`src/rtl/count_monitor_pkg.sv`:
```
// Shared types and default sizes for the count_monitor sequence checker.
package count_monitor_pkg;

    typedef enum logic [1:0] {
        IDLE   = 2'd0,
        LOCKED = 2'd1,
        ERROR  = 2'd2
    } state_t;

    localparam int unsigned DEF_WIDTH = 32;
    localparam int unsigned DEF_ERRW  = 16;

endpackage

```
`src/rtl/sat_counter.sv`:
```
// Saturating up-counter with synchronous clear; clear plus increment in one cycle yields 1.
module sat_counter #(
    parameter int unsigned ERRW = 16
) (
    input  logic            clk,
    input  logic            rst_n,
    input  logic            clr,
    input  logic            inc,
    output logic [ERRW-1:0] count
);

    always_ff @(posedge clk) begin
        if (!rst_n) begin
            count <= '0;
        end else if (clr) begin
            count <= inc ? ERRW'(1) : '0;
        end else if (inc && (count != '1)) begin
            count <= count + ERRW'(1);
        end
    end

endmodule

```
`src/rtl/count_monitor.sv`:
```
// Tracks an incrementing sample sequence, flags mismatches and counts them.
module count_monitor
    import count_monitor_pkg::*;
#(
    parameter int unsigned WIDTH = DEF_WIDTH,
    parameter int unsigned ERRW  = DEF_ERRW
) (
    input  logic             clk,
    input  logic             rst_n,
    input  logic             in_valid,
    input  logic [WIDTH-1:0] in_data,
    output logic             in_ready,
    input  logic             clr_err,
    output logic             locked,
    output logic             seq_err,
    output logic [ERRW-1:0]  err_count,
    output logic [WIDTH-1:0] last_even,
    output logic [WIDTH-1:0] dbl
);

    state_t           state;
    state_t           state_next;
    logic [WIDTH-1:0] expected;
    logic             accept;
    logic             mismatch;

    assign in_ready = (state != ERROR);
    assign accept   = in_valid && in_ready;
    assign mismatch = accept && (state == LOCKED) && (in_data != expected);

    always_comb begin
        state_next = state;
        case (state)
            IDLE:    if (accept) state_next = LOCKED;
            LOCKED:  if (mismatch) state_next = ERROR;
            ERROR:   state_next = LOCKED;
            default: state_next = IDLE;
        endcase
    end

    always_ff @(posedge clk) begin
        if (!rst_n) begin
            state     <= IDLE;
            expected  <= '0;
            seq_err   <= 1'b0;
            locked    <= 1'b0;
            last_even <= '0;
            dbl       <= '0;
        end else begin
            state   <= state_next;
            seq_err <= mismatch;
            locked  <= (state_next != IDLE);
            // Lock, match-advance and resync all reduce to in_data+1.
            if (accept) begin
                expected <= in_data + WIDTH'(1);
                dbl      <= {in_data[WIDTH-2:0], 1'b0};
                if (!in_data[0]) begin
                    last_even <= in_data;
                end
            end
        end
    end

    sat_counter #(
        .ERRW(ERRW)
    ) u_err_counter (
        .clk   (clk),
        .rst_n (rst_n),
        .clr   (clr_err),
        .inc   (mismatch),
        .count (err_count)
    );

endmodule

```
`config.mk`:
```
export PLATFORM = sky130hd
export DESIGN_NAME = count_monitor
export DESIGN_NICKNAME = d
export VERILOG_FILES = /design/src/rtl/count_monitor_pkg.sv /design/src/rtl/sat_counter.sv /design/src/rtl/count_monitor.sv
export SDC_FILE = /design/constraint.sdc
export NUM_CORES = 1
export LEC_CHECK = 0
export ABC_AREA = 1
export ABC_CLOCK_PERIOD_IN_PS = 2080
export CAP_MARGIN = 5
export CORE_MARGIN = 2
export CORE_UTILIZATION = 51
export DETAILED_ROUTE_END_ITERATION = 8
export PLACE_DENSITY = 0.8
export SLEW_MARGIN = 25
export SYNTH_ARGS = -nofsm -noshare
export SYNTH_HDL_FRONTEND = slang
export SYNTH_SLANG_ARGS = --single-unit
```
`constraint.sdc`:
```
create_clock -name clk -period 2.08 [get_ports clk]
set_input_delay 0.52 -clock clk [delete_from_list [all_inputs] [get_ports clk]]
set_output_delay 0.52 -clock clk [all_outputs]
set_load 0.05 [all_outputs]
```
==> flow_metrics.tcl <==
set metrics [dict create \
    cp_slowest_cell "dlygate4sd2_1" \
    crit_fanout 4 \
    dieWidth_um 109 \
    worstPathRequired_ns 1.56 \
    num_rows 38 \
    critPathArrivalTime_ns 1.43 \
    cp.buffers_inverters 1 \
    internal_power_uw 4670 \
    yosys_warnings 0 \
    synth-xor-area-share_pct 5.45 \
    synth_edf_count 0 \
    synth_top_area_share_pct 40.6 \
    ys_types 43 \
    drc 0 \
    antenna_left 0 \
    fin_nets 1053 \
    start_util_pct 52.1 \
    design_area_sq_mm 0.00822 \
    ios 119 \
    drt-total-wl_um 16800 \
    switchingPower_uw 1970 \
    finalHoldViolations 0 \
    yosys.area_share.simple_pct 31.2 \
    cp_cell_sequence "dlygate4sd2_1" \
    pwr-share-clk_pct 45.6 \
    place.gp.congestion 0.908 \
    ys_seq_area_share_pct 40.6 \
    outcome "completed" \
    vias 6140 \
    hold_path_depth 3 \
    cap_viol_max_count 0 \
    place_hpwl_um 11800 \
    timing.rr.start "u_err_counter.count[8]" \
    slew_headroom_pct 65.5 \
    synthArstFlopShare_pct 0 \
    synthTopCellsByCount "nand2_1, nor2_1, dfxtp_1" \
    powerDensity_mw_per_mm2 807 \
    synthFlopType "dfxtp_1" \
    comb_power_share_pct 18.4 \
    synthCells 802 \
    critPathCaptureType "output port" \
    max_stage_delay_ns 0.55 \
    drtIter0Drc 398 \
    cts_buffers 17 \
    synth_top_family_by_area "simple AND/OR/NAND/NOR gates" \
    rsz0062_at_grt "false" \
    drive_gt1_share_pct 19.3 \
    overflow 0 \
    avgSynthCellArea_sq_um 7.01 \
    grt_max_degree 40 \
    dpl_cell_area_sq_mm 0.00767 \
    port-buffer-count 116 \
    max_freq_mhz 512 \
    start_kind "flop" \
    die_h_um 109 \
    hold_end "last_even[6]" \
    viasPerCell 5.26 \
    synth_seq_cells 114 \
    dieArea_sq_mm 0.0119 \
    crit_family "buffers and inverters" \
    wire_per_inst_um 14.4 \
    grt_pass1_vias 5758 \
    reg2reg_slack_ns 0.17 \
    htreeDepth 4 \
    worst_r2r_path_depth 9 \
    setup_violations 0 \
    antennaDiodeCount 0 \
    timing.rr.end "u_err_counter.count[10]" \
    fin_setup_tns_ns 0 \
    cts-root-buf "clkbuf_8" \
    swShare_pct 29.6 \
    clk_latency_ns 0.52 \
    sequentialPowerShare_pct 36.1 \
    grt_pass1_wl_um 27600 \
    hp-class "input pin to flop" \
    clock_sink_count 114 \
    ctsHoldBuffers 0 \
    synthTopCellsByArea "dfxtp_1, nand2_1, nor2_1" \
    synth_most_common_cell "nand2_1" \
    hold_start "in_data[6]" \
    grt_usage_pct 29.6 \
    drtPass1Iterations 5 \
    cts_tree "done" \
    synth_compound_area_share_pct 13.5 \
    drv_slew 0 \
    synth_area_sq_mm 0.00562 \
    antenna_found_initial 0 \
    clk_pin_slew_ns 0.06 \
    area_growth_pct 46.3 \
    synthMuxAreaShare_pct 0 \
    synthAdderAreaFrac_pct 0.445 \
    fin_crit_ns 1.95 \
    ir_drop_mv 0.527 \
    fin_crit_sh_pct 94.0 \
    core_sq_mm 0.0108 \
    finClkSkew_ns 0.00882 \
    clk_path_buf_depth 2 \
    critPathKind "flop to output port" \
    max_slew.worst_pin.slew_ns 0.519 \
    p_leak_uw 0.00385 \
    fillers 822 \
    yosys.area.top_type "dfxtp_1" \
]
-- routing by layer --
metal  wire length, um  share of wire (%)  vias to the layer above  track usage [%]
li1                  -                  -                     3050                -
met1              7520                 45                     2794             39.4
met2              7600                 45                      258             46.5
met3              1350                8.0                       38             6.75
met4               376                2.2                        0             11.8
met5                 0                  0                        -                0
-- layout by cell type (no fill, tap or decap), types with 5 or more instances in the layout --
cell type | synthesis | routed
inv_1 | 71 | 71
inv_2 | 6 | 7
o211ai_1 | 6 | 6
clkbuf_16 | 0 | 16
dlygate4sd2_1 | 0 | 62
a21oi_1 | 47 | 47
o21ai_0 | 52 | 52
nand2_1 | 167 | 167
a31oi_1 | 7 | 7
a211oi_1 | 13 | 13
nor2_4 | 5 | 5
buf_4 | 6 | 130
buf_12 | 0 | 6
dfxtp_1 | 114 | 114
clkdlybuf4s50_1 | 0 | 33
nor2_2 | 2 | 5
xnor2_1 | 24 | 24
nand3_1 | 37 | 37
xor2_1 | 11 | 11
nor2_1 | 123 | 120
nor3_1 | 25 | 25
nand4_1 | 19 | 19
-- timing repair --
item                       4_1_cts  5_1_grt
setup buffers                    0        0
resized for setup               62        4
setup endpoints to repair       62        6
-- sequential cells by signal (all words and copies together), names as in the netlist --
register             flops
expected                32
last_even               31
u_err_counter.count     16
locked                   1
dbl                     31
state                    2
seq_err                  1
-- per-stage QoR --
stage | power (uW) | cells | setup WS (ns) | hold WS (ns) | utilization (%)
2_1_floorplan | 3170 | 803 | 0.115 | 0.443 | -
3_3_place_gp | 3680 | 1136 | -0.317 | 0.457 | 71.1
3_5_place_dp | 3690 | 1136 | -0.370 | 0.469 | 71.1
4_1_cts | 6650 | 1168 | 0.0936 | 0.477 | 76.1
5_1_grt | 6870 | 1168 | 0.00327 | 0.419 | 76.2
6_report | 6630 | 1168 | 0.125 | 0.402 | 76.2
-- cell families after synthesis --
logic type,Yosys count
xor gates and xnor gates,35
AOI/OAI and AO/OA,134
DFF,114
and+or+nand+nor,397
adders and majority gates,2
other,1
buffers and inverters,119
-- power groups by stage --
stage | clock network [uW] | registers, uW | logic (uW)
6_report | 3020 | 2390 | 1220
2_1_floorplan | 0 | 2750 | 419
3_3_place_gp | 0 | 2440 | 1240
3_5_place_dp | 0 | 2440 | 1250
5_1_grt | 3150 | 2410 | 1310
4_1_cts | 3040 | 2390 | 1220
-- how the worst max path moves through the flow --
stage	start	endpoint	depth (start not counted)
2_1_floorplan	u_err_counter.count[1]	u_err_counter.count[10]	8
3_3_place_gp	in_data[4]	u_err_counter.count[0]	13
3_5_place_dp	in_data[6]	expected[21]	13
4_1_cts	in_data[6]	expected[21]	13
5_1_grt	in_data[1]	expected[22]	13
6_report	u_err_counter.count[7]	err_count[7]	1
-- area by class of cell --
class / instances / area, sq um / share of cell area (%)
Tap cell: 140 / 175 / 2.13
Clock inverter: 13 / 173 / 2.10
Multi-Input combinational cell: 570 / 2860 / 34.8
Timing Repair Buffer: 233 / 1990 / 24.3
Sequential cell: 114 / 2280 / 27.8
Inverter: 79 / 297 / 3.61
Clock buffer: 19 / 442 / 5.37
No activity file was read; power rests on OpenSTA's default activity.
